## src/rtl/gcd_lcm.sv

```systemverilog
// gcd_lcm: least common multiple from an operand pair and its GCD.
//
// Computes lcm = (a / gcd) * b with a restoring divider (XLEN cycles,
// quotient MSB first) followed by a shift-add multiplier (XLEN cycles,
// multiplier LSB first). An upstream GCD engine's valid/result can drive
// valid_i/gcd_i directly. err_o flags a gcd that does not divide a exactly;
// lcm_o then carries the product of the truncated quotient.
//
// Optional build macro: LCM_EARLY_EXIT_EN
//   When defined, the multiply phase stops as soon as the unconsumed
//   quotient bits are all zero (variable latency, identical results).
//
// Ports:
//   clk_i     in   clock, rising edge
//   reset_i   in   synchronous active-high reset
//   valid_i   in   request valid
//   ready_o   out  request can be accepted (IDLE only)
//   a_i       in   operand a        [XLEN-1:0]
//   b_i       in   operand b        [XLEN-1:0]
//   gcd_i     in   gcd(a, b)        [XLEN-1:0]
//   valid_o   out  result valid (DONE)
//   ready_i   in   downstream accepts result
//   lcm_o     out  result          [2*XLEN-1:0]
//   err_o     out  gcd_i does not divide a_i / zero gcd with nonzero operand
//
// state | meaning
// IDLE  | waiting for a request, ready_o=1
// DIV   | restoring divide a / gcd, one quotient bit per cycle
// MUL   | shift-add multiply quotient * b, one multiplier bit per cycle
// DONE  | result presented on lcm_o/err_o with valid_o=1

module gcd_lcm #(
    parameter int XLEN = 16
) (
    input  logic                clk_i,
    input  logic                reset_i,
    input  logic                valid_i,
    output logic                ready_o,
    input  logic [XLEN-1:0]     a_i,
    input  logic [XLEN-1:0]     b_i,
    input  logic [XLEN-1:0]     gcd_i,
    output logic                valid_o,
    input  logic                ready_i,
    output logic [2*XLEN-1:0]   lcm_o,
    output logic                err_o
);

    localparam int CW = $clog2(XLEN + 1);

    typedef enum logic [1:0] {IDLE, DIV, MUL, DONE} state_t;

    state_t state_q, state_d;

    logic [XLEN-1:0]   dvd_q;      // dividend shifts out MSB first, quotient shifts in
    logic [XLEN-1:0]   gcd_q;
    logic [XLEN-1:0]   b_q;
    logic [XLEN-1:0]   rem_q;      // remainder is always < gcd, so XLEN bits suffice
    logic [XLEN-1:0]   mplier_q;
    logic [2*XLEN-1:0] mcand_q;
    logic [2*XLEN-1:0] acc_q;
    logic [CW-1:0]     cnt_q;
    logic              err_pend_q;
    logic [2*XLEN-1:0] lcm_q;
    logic              err_q;

    logic              zero_case;
    logic [XLEN:0]     trial;      // (XLEN+1)-bit partial remainder
    logic [XLEN:0]     trial_diff;
    logic              sub_ok;
    logic [XLEN:0]     rem_next;
    logic [XLEN-1:0]   quot_next;
    logic [2*XLEN-1:0] acc_next;
    logic              cnt_done;
    logic              mul_last;

    assign zero_case  = (a_i == '0) || (b_i == '0) || (gcd_i == '0);
    assign trial      = {rem_q, dvd_q[XLEN-1]};
    assign trial_diff = trial - {1'b0, gcd_q};
    assign sub_ok     = (trial >= {1'b0, gcd_q});
    assign rem_next   = sub_ok ? trial_diff : trial;
    assign quot_next  = {dvd_q[XLEN-2:0], sub_ok};
    assign acc_next   = acc_q + (mplier_q[0] ? mcand_q : '0);
    assign cnt_done   = (cnt_q == '0);

`ifdef LCM_EARLY_EXIT_EN
    // Once the bits still to be shifted in are zero, acc_next is final.
    assign mul_last = cnt_done || (mplier_q[XLEN-1:1] == '0);
`else
    assign mul_last = cnt_done;
`endif

    always_ff @(posedge clk_i) begin
        if (reset_i) begin
            state_q <= IDLE;
        end else begin
            state_q <= state_d;
        end
    end

    always_comb begin
        state_d = state_q;
        case (state_q)
            IDLE: if (valid_i)  state_d = zero_case ? DONE : DIV;
            DIV:  if (cnt_done) state_d = MUL;
            MUL:  if (mul_last) state_d = DONE;
            DONE: if (ready_i)  state_d = IDLE;
            default:            state_d = IDLE;
        endcase
    end

    always_ff @(posedge clk_i) begin
        if (reset_i) begin
            dvd_q      <= '0;
            gcd_q      <= '0;
            b_q        <= '0;
            rem_q      <= '0;
            mplier_q   <= '0;
            mcand_q    <= '0;
            acc_q      <= '0;
            cnt_q      <= '0;
            err_pend_q <= 1'b0;
            lcm_q      <= '0;
            err_q      <= 1'b0;
        end else begin
            case (state_q)
                IDLE: begin
                    if (valid_i) begin
                        dvd_q <= a_i;
                        gcd_q <= gcd_i;
                        b_q   <= b_i;
                        rem_q <= '0;
                        cnt_q <= CW'(XLEN - 1);
                        if (zero_case) begin
                            lcm_q <= '0;
                            err_q <= (gcd_i == '0) && ((a_i | b_i) != '0);
                        end
                    end
                end
                DIV: begin
                    rem_q <= rem_next[XLEN-1:0];
                    dvd_q <= quot_next;
                    cnt_q <= cnt_q - 1'b1;
                    if (cnt_done) begin
                        err_pend_q <= (rem_next != '0);
                        mplier_q   <= quot_next;
                        mcand_q    <= {{XLEN{1'b0}}, b_q};
                        acc_q      <= '0;
                        cnt_q      <= CW'(XLEN - 1);
                    end
                end
                MUL: begin
                    acc_q    <= acc_next;
                    mcand_q  <= mcand_q << 1;
                    mplier_q <= mplier_q >> 1;
                    cnt_q    <= cnt_q - 1'b1;
                    // Outputs only change on DONE entry so they stay stable elsewhere.
                    if (mul_last) begin
                        lcm_q <= acc_next;
                        err_q <= err_pend_q;
                    end
                end
                default: ;
            endcase
        end
    end

    assign ready_o = (state_q == IDLE);
    assign valid_o = (state_q == DONE);
    assign lcm_o   = lcm_q;
    assign err_o   = err_q;

endmodule

```

## config.mk

```make
export PLATFORM = sky130hd
export DESIGN_NAME = gcd_lcm
export DESIGN_NICKNAME = d
export VERILOG_FILES = /design/src/rtl/gcd_lcm.sv
export SDC_FILE = /design/constraint.sdc
export NUM_CORES = 1
export LEC_CHECK = 0
export ABC_AREA = 1
export BUFFER_PORTS_ARGS = -buffer_cell sky130_fd_sc_hd__buf_2
export CORE_ASPECT_RATIO = 0.5
export CORE_UTILIZATION = 40
export DETAILED_ROUTE_END_ITERATION = 8
export GPL_TIMING_DRIVEN = 0
export HOLD_SLACK_MARGIN = 0.06
export REMOVE_ABC_BUFFERS = 1
export SYNTH_ARGS = -nofsm -noshare
export SYNTH_HDL_FRONTEND = slang
export SYNTH_SLANG_ARGS = --single-unit
```

## constraint.sdc

```tcl
create_clock -name clk_i -period 5.07 [get_ports clk_i]
set_input_delay 0.2535 -clock clk_i [delete_from_list [all_inputs] [get_ports clk_i]]
set_output_delay 0.2535 -clock clk_i [all_outputs]
set_load 0.005 [all_outputs]
```

==> results of run 1 <==
## critical path, stage by stage (launching register included)
cell and delay, ps:
dfxtp_1 380, inv_1 110, ha_1 710, clkinv_1 770, nand2_1 410, nand2_1 750
inv_6 890, o21ai_0 150, a21oi_1 190
## metal layers
layer	wire [µm]	part of all wire, %	up-vias	GRT usage (%)
met5	0	0	-	0
met4	335	1.1	0	5.175
met3	1126	3.8	26	4.167
met2	13240	45	176	36.98
met1	14710	50	4836	29.95
li1	-	-	5389	-
## power by group through the flow
stage	sequential, mW	combinational (mW)	clock, mW
finish	2.10	2.78	1.48
detailed placement	2.13	2.76	0
CTS	2.10	2.78	1.50
global route	2.15	3.15	1.56
floorplan	2.08	1.91	0
global placement	2.11	2.67	0
## per-stage QoR
stage	utilization, %	hold WS (ps)
4_1_cts	46.47	60.08
3_3_place_gp	43.41	448.9
6_report	46.49	77.18
2_1_floorplan	-	322.6
5_1_grt	46.49	68.58
3_5_place_dp	43.80	452.6
## layout make-up
class | instances | share of cell area (%)
Multi-Input combinational cell | 1192 | 50.72
Sequential cell | 185 | 31.18
Inverter | 141 | 4.541
Timing Repair Buffer | 93 | 4.530
Tap cell | 344 | 3.624
Clock buffer | 17 | 3.582
Clock inverter | 14 | 1.823
## cell families (layout without fill, tap and decap cells)
kind of cell	after synthesis	in the layout
simple gates	688	688
compound gates	440	440
buf+inv	219	265
flops	185	185
fa+ha+maj	55	55
xor+xnor	9	9
## timing repair
item	4_1_cts	5_1_grt
endpoints found under the setup margin	0	25
endpoints found under the hold margin	4	0
resized for setup	0	1
hold buffers	4	0
## flip-flops by register name, summed over array words and instances (netlist names), 5 cells and up
register  count
rem_q        16
mcand_q      32
dvd_q        16
gcd_q        16
mplier_q     16
cnt_q         5
lcm_o        32
acc_q        32
b_q          16
## path summary, 6_finish.rpt
| path | endpoint | slack (ps) | cells past startpoint |
|---|---|---|---|
| hold reg to reg | mcand_q[31] | 460 | 2 |
| setup reg to reg | acc_q[14] | 560 | 8 |
| setup / recovery | acc_q[14] | 560 | 8 |
| hold / removal | b_q[13] | 80 | 3 |
## placed cells by master, fill, tap and decap left out, drive strengths merged, types with 7 or more instances in the layout
cell type and count:
a21o 10, a21oi 180, clkinv 7, nand2 407, nor2 146, clkbuf 17, nor3 11, ha 53
o21ai 181, inv 142, a31oi 47, or2 8, nand4 12, dfxtp 185, buf 89, nand3b 9
nand3 92
==> metrics.txt, run 1 <==
post-route cell area 11880 µm²; area of the multi-input gates 6023 µm²; register area share after synthesis 35.05%; hold path startpoint b_i[13]; placed insts 1951; synth warn 0; CTS tree done; critical path capture point type flop; Post-Route WL 29420 µm; critical path class reg2reg; row count 41; share of layout cells above drive strength 1 9.257%; Hold/Removal Path Class in2reg; register bit total from synthesis 185; final setup violation count 0; die height 116.9 µm; Synth top area share 35.05%; area leader, netlist dfxtp_1; antenna fix cells 0; synth unique cells 43; Setup TNS 0 ps; PD cells 535.0 nW/µm²; Worst slew margin 18.22%; VDD IR-drop max 0.3645 mV; number of synthesized flops with an enable pin 0; Final Hold Fails 0; maximum clock frequency 221.8 MHz; pre-CTS setup slack 473.7 ps; RSZ-0062 raised after global routing false; most common cell in the netlist nand2_1; Placed Area 11190 µm²; Sw Pwr 2.736 mW; post-synthesis compound-gate area fraction 22.33%; Area Overhead vs Synth 12.38%; Non-Filler Instances 1986; largest family of logic cells by synthesized area simple AND/OR/NAND/NOR gates; post-synthesis mux area share 0%; post-synthesis instance total 1596; worst slew pin tran 1225 ps; via count 10430; commonest cells in the netlist nand2_1, dfxtp_1, a21oi_1; Worst Setup SP state_q[1]; Longest Clk Path Bufs 2; asr flop ratio synth 0%; drt pass-1 iters 6; DRC 0; Clock Sinks 185; Mapped Area 10570 µm²; CP max FO 112; Die Width 231.9 µm; Clock H-tree levels 4; largest net degree at the start of global routing 137; total CTS buffers 17; Worst Clk Skew 11.47 ps; max-slew violations 0; status finished, final reports clean; synth top area cells dfxtp_1, nand2_1, a21oi_1; period utilization 88.94%; XOR/XNOR Fraction of Synth Area 0.7459%; startpoint types flop; total grt overflow 0; initial DRC count 747; Worst-path clk slew 70 ps; P_leak 5.417 nW; Overall Power 6.354 mW; Avg Cell Area, Syn 6.621 µm²; placer congestion estimate 0.9561; post-synthesis adder-cell area fraction 6.654%; Synth Flop Type dfxtp_1; Post-CTS Setup Bufs 0; Logic pwr share 43.7%; total track usage 22.21%; core area 25550 µm²; Initial Utilization 41.37%; antenna-violating nets left 0; first-pass GRT wire length 48060 µm; arrival time at the worst endpoint 4880 ps; slack of the critical path 560.7 ps; switching portion of total power 43.05%; vias in the first global route 9616; DPL Wire Length 20910 µm; I/O Pins 87; via/cell ratio 5.250; WL/cell 14.81 µm; final net count 1737; Buffers on Ports 86; post-layout minimum cycle time 4509 ps; Root Driver clkbuf_16; FF/Latch Area 3704 µm²; reg2reg start state_q[1]; Max Cap Violations 0; Critical Path RT 5440 ps; Synth Area in Simple Gates 27.02%; Die ar. 27110 µm²; initial antenna violation count 0; Internal 3.619 mW; clk_lat worst skew 460 ps; Flop pwr share 33.0%; # fillers 2661; Clock power frac 23.2%
(Power assumes the default switching activity.)
==> run 2: changes to the inputs <==
==> constraint.sdc (replaced) <==
create_clock -name clk_i -period 5.8 [get_ports clk_i]
set_input_delay 0.29 -clock clk_i [delete_from_list [all_inputs] [get_ports clk_i]]
set_output_delay 0.29 -clock clk_i [all_outputs]
set_load 0.005 [all_outputs]
==> run 2 against run 1 <==
Wire length barely moved. Maximum frequency fell by 4.7%. Clock power fell by 13%. First-iteration DRC count rose by 1.1%. Cell area fell by 0.36%. Non-clock buffer count fell by 4. Utilization fell by 0.17 points. Sequential share of layout area rose by 0.11 points. Power fell by 13%. Critical endpoint unchanged. Combinational power fell by 13%. Cell count fell by 0.20%.
==> metrics.txt, run 2 (same netlist as run 1, synthesis figures left out) <==
status finished, final reports clean; post-layout minimum cycle time 4734 ps (+224.3 ps); Clock H-tree levels 4 (unchanged); Sw Pwr 2.394 mW (-12%); reg2reg start state_q[1]; final setup violation count 0 (unchanged); arrival time at the worst endpoint 5100 ps (+220 ps); first-pass GRT wire length 47930 µm (-0.26%); worst slew pin tran 1251 ps (+26.34 ps); FF-to-FF End acc_q[14]; via count 10390 (-0.36%); slack of the critical path 1066 ps (+505.7 ps); Post-CTS Setup Bufs 0 (unchanged); maximum clock frequency 211.3 MHz (-4.7%); row count 41 (unchanged); crit path max-delay cell type inv_4; I/O Pins 87 (unchanged); drt pass-1 iters 5 (-1); Max Cap Violations 0 (unchanged); VDD IR-drop max 0.3184 mV (-13%); CTS tree done; critical path capture point type flop; post-route cell area 11830 µm² (-0.36%); leading cell types in the layout, fill and taps excluded nand2_1, dfxtp_1, a21oi_1; switching portion of total power 43.09% (about the same); antenna-violating nets left 0 (unchanged); PD cells 469.4 nW/µm² (-12%); vias in the first global route 9585 (-0.32%); Die ar. 27110 µm² (unchanged); Root Driver clkbuf_16; Final Hold Fails 0 (unchanged); final net count 1733 (-0.23%); Initial Utilization 41.37% (unchanged); DRC 0 (unchanged); crit path to acc_q[14]; Die Width 231.9 µm (unchanged); RSZ-0062 raised after global routing false; via/cell ratio 5.242 (-0.16%); max incr delay on CP 1060 ps (+170 ps); max-slew violations 0 (unchanged); Worst Clk Skew 11.87 ps (+0.4009 ps); total grt overflow 0 (unchanged); largest net degree at the start of global routing 137 (unchanged); pre-CTS setup slack 1204 ps (+730.0 ps); initial antenna violation count 0 (unchanged); Longest Clk Path Bufs 2 (unchanged); CP max FO 112 (unchanged); startpoint types flop; DPL Wire Length 20910 µm (unchanged); placer congestion estimate 0.9561 (unchanged); antenna fix cells 0 (unchanged); Worst slew margin 16.46% (-1.8 points); Area Overhead vs Synth 11.98%; post-CTS resize count 0 (unchanged); Clock Sinks 185 (unchanged); clk_lat worst skew 460 ps (about the same); total track usage 22.17% (-0.043 points); WL/cell 14.86 µm (+0.30%); Setup TNS 0 ps (unchanged); Hold/Removal Path Class in2reg; initial DRC count 755 (+1.1%); leading cell type in the layout, fill and taps excluded nand2_1; Worst Setup SP state_q[1]; cell count of the worst reg-to-reg path 8 (unchanged); Final Core Density 46.32% (-0.17 points); Buffers on Ports 86 (unchanged); critical path class reg2reg; core area 25550 µm² (unchanged); Logic pwr share 43.8% (about the same); Flop pwr share 33.0% (about the same); Post-CTS Hold Fix Bufs 0 (-4); critical path cell sequence inv_1 -> ha_1 -> clkinv_1 -> nand2_1 -> nand2_1 -> inv_4 -> o21ai_0 -> a21oi_1; R2R Setup Slk 1070 ps (+510 ps); Worst-path clk slew 70 ps (about the same); Internal 3.161 mW (-13%); die height 116.9 µm (unchanged); Placed Area 11190 µm² (unchanged); Post-Route WL 29450 µm (about the same); Critical Path RT 6160 ps (+720 ps); P_leak 5.401 nW (-0.30%); most used cell, CP nand2_1; total CTS buffers 17 (unchanged); Clock power frac 23.2% (about the same); share of layout cells above drive strength 1 9.280% (+0.023 points); period utilization 81.61% (-7.3 points)
run 2: cell count changes in the layout (fill, tap and decap cells not counted), sizes merged:
| cell | change |
|---|---|
| dlygate4sd3 | -4 |
run 2: area by class of cell:
class	instances	area, µm²
multi-input cells	1192	6023
inverters	141	536.8
clock inverters	14	216.5
well taps	344	430.4
fillers	2665	13710
flip-flops and latches	185	3704
repair buffers	89	498.0
clock buffers	17	425.4
run 2: how the worst min path moves through the flow:
stage	from	endpoint	slack, ps	cells after the start
after floorplan	reset_i	acc_q[0]	360	1
after global placement	mplier_q[15]	mplier_q[15]	450	2
after detailed placement	mcand_q[31]	mcand_q[31]	450	2
after CTS	b_i[8]	b_q[8]	90	3
after global routing	a_i[6]	dvd_q[6]	110	3
final	b_i[8]	b_q[8]	100	3
run 2: power by group through the flow:
stage | registers (mW) | clock network (mW) | logic (mW)
global placement | 1.85 | 0 | 2.33
CTS | 1.84 | 1.31 | 2.43
floorplan | 1.82 | 0 | 1.67
detailed placement | 1.86 | 0 | 2.41
finish | 1.84 | 1.29 | 2.43
global route | 1.88 | 1.36 | 2.75
run 2: critical path: cells and delay by family, from the launching register on:
kind,cells,cell delay [ps]
AOI/OAI and AO/OA,2,340
adders and majority gates,1,720
buffers and inverters,3,1980
DFF,1,380
and+or+nand+nor,2,1150
run 2: routing by layer:
layer	vias to the layer above	track usage [%]	wire, µm
met5	-	0	0
met4	0	5.175	348
met2	166	36.90	13250
li1	5383	-	-
met1	4812	29.89	14760
met3	28	4.167	1092
run 2: metrics by stage:
step / hold WS (ps) / power (mW) / cells
floorplan: 359.1 / 3.489 / 1518
global placement: 448.9 / 4.182 / 1948
detailed placement: 452.6 / 4.274 / 1951
CTS: 87.53 / 5.577 / 1982
global route: 105.1 / 5.999 / 1982
finish: 101.0 / 5.555 / 1982
==> run 3: changes to the inputs <==
==> constraint.sdc (replaced) <==
create_clock -name clk_i -period 4.1 [get_ports clk_i]
set_input_delay 0.205 -clock clk_i [delete_from_list [all_inputs] [get_ports clk_i]]
set_output_delay 0.205 -clock clk_i [all_outputs]
set_load 0.005 [all_outputs]
==> run 3 against run 2 <==
Wire length is 2.4% higher. First-iteration DRC count is 9.4% higher. Global-route usage rose by 0.51 points. Combinational power is 44% higher. Critical endpoint is now mcand_q[15]. Largest cell class unchanged. Largest power group unchanged.
==> metrics.txt, run 3 (same netlist as run 1, synthesis figures left out) <==
total grt overflow 0 (unchanged); Initial Utilization 41.37% (unchanged); clk_lat worst skew 460 ps (about the same); Post-CTS Setup Bufs 0 (unchanged); first-pass GRT wire length 49110 µm (+2.5%); initial DRC count 826 (+9.4%); Worst slew margin 17.90% (+1.4 points); hold path startpoint gcd_i[7]; Worst Clk Skew 11.45 ps (-0.4220 ps); CTS tree done; share of layout cells above drive strength 1 9.156% (-0.12 points); core area 25550 µm² (unchanged); status finished, final reports clean; reg2reg start state_q[1]; vias in the first global route 9887 (+3.2%); arrival time at the worst endpoint 4060 ps (-1040 ps); WL/cell 14.89 µm (+0.21%); post-layout minimum cycle time 3683 ps (-1051 ps); placer congestion estimate 0.9561 (unchanged); Longest Clk Path Bufs 2 (unchanged); Max Cap Violations 0 (unchanged); crit path max-delay cell type ha_1; Worst-path clk slew 70 ps (about the same); antenna-violating nets left 0 (unchanged); VDD IR-drop max 0.4509 mV (+42%); Worst Setup SP state_q[1]; PD cells 643.1 nW/µm² (+37%); DPL Wire Length 20910 µm (unchanged); Clock H-tree levels 4 (unchanged); max incr delay on CP 720 ps (-340 ps); R2R Setup Slk 420 ps (-650 ps); maximum clock frequency 271.5 MHz (+29%); Clock Sinks 185 (unchanged); row count 41 (unchanged); Final Core Density 48.10% (+1.8 points); Worst Hold Path EP gcd_q[7]; DRC 0 (unchanged); max-slew violations 0 (unchanged); cell count of the worst reg-to-reg path 8 (unchanged); placed insts 1951 (unchanged); worst slew pin tran 1230 ps (-21.51 ps); drt pass-1 iters 6 (+1); Buffers on Ports 86 (unchanged); I/O Pins 87 (unchanged); final setup violation count 0 (unchanged); total track usage 22.67% (+0.51 points); die height 116.9 µm (unchanged); Area Overhead vs Synth 16.29%; Die Width 231.9 µm (unchanged); total CTS buffers 17 (unchanged); Post-Route WL 30160 µm (+2.4%); Non-Filler Instances 2026 (+2.2%); leading cell types in the layout, fill and taps excluded nand2_1, dfxtp_1, a21oi_1; startpoint types flop; FF-to-FF End mcand_q[15]; Critical Path RT 4480 ps (-1680 ps); period utilization 89.83% (+8.2 points); P_leak 5.595 nW (+3.6%); antenna fix cells 0 (unchanged); leading cell type in the layout, fill and taps excluded nand2_1; Final Hold Fails 0 (unchanged); Hold Path Depth 3 (unchanged); initial antenna violation count 0 (unchanged); RSZ-0062 raised after global routing false; critical path capture point type flop; post-route cell area 12290 µm² (+3.8%); Die ar. 27110 µm² (unchanged); Root Driver clkbuf_16; critical path cell sequence inv_1 -> ha_1 -> clkinv_2 -> nand2_1 -> nand2_2 -> bufinv_8 -> o21ai_0 -> a31oi_1; CP top delay family buffers and inverters; largest net degree at the start of global routing 137 (unchanged); critical path class reg2reg; final net count 1777 (+2.5%); # fillers 2616 (-1.8%); Buf/Inv on CP 3 (unchanged); via count 10610 (+2.1%); via/cell ratio 5.235 (-0.12%); Hold/Removal Path Class in2reg; Placed Area 11190 µm² (unchanged); CP max FO 112 (unchanged)
run 3: layer usage:
| metal | part of all wire, % | track usage [%] |
|---|---|---|
| met1 | 49 | 30.14 |
| met2 | 46 | 38.03 |
| met3 | 4.0 | 4.336 |
| met4 | 1.4 | 5.789 |
| met5 | 0 | 0 |
run 3: worst max-delay path by stage:
| stage | to | cells after the start |
|---|---|---|
| 6_report | mcand_q[15] | 8 |
| 3_3_place_gp | mplier_q[1] | 8 |
| 2_1_floorplan | mcand_q[10] | 8 |
| 3_5_place_dp | mplier_q[2] | 8 |
| 4_1_cts | acc_q[14] | 8 |
| 5_1_grt | mcand_q[2] | 8 |
run 3: power by group:
| group | switching, mW | leakage (nW) | internal [mW] |
|---|---|---|---|
| combinational | 2.31 | 3.77 | 1.18 |
| sequential | 0.294 | 1.52 | 2.30 |
| clock | 0.785 | 0.308 | 1.04 |
run 3: area by class of cell:
type	count	area [µm²]	share of cell area, %
inverters	141	549.3	4.470
flip-flops and latches	185	3704	30.14
multi-input cells	1192	6026	49.03
clock buffers	17	425.4	3.462
well taps	344	430.4	3.502
clock inverters	14	216.5	1.761
repair buffers	133	938.4	7.636
run 3: through the flow:
stage / power (mW) / TNS [ps] / setup slack (ps) / hold WS, ps
2_1_floorplan: 4.936 / -37940 / -653.3 / 274.1
3_3_place_gp: 5.917 / -378190 / -3714 / 448.9
3_5_place_dp: 6.046 / -27230 / -496.3 / 452.6
4_1_cts: 7.935 / 0 / 141.5 / 61.39
5_1_grt: 8.537 / 0 / 115.8 / 81.44
6_report: 7.903 / 0 / 417.0 / 75.36
run 3: repair_timing:
item | CTS | global route
endpoints found under the hold margin | 44 | 0
endpoints found under the setup margin | 60 | 60
gates resized for setup | 3 | 1
hold buffers | 44 | 0
pin swaps | 0 | 0
run 3: worst register-to-register path, delay by kind of cell, from the launching register on:
family	cells	cell delay [ps]
and+or+nand+nor	2	770
DFF	1	380
AOI/OAI and AO/OA	2	390
adders and majority gates	1	720
buffers and inverters	3	1340
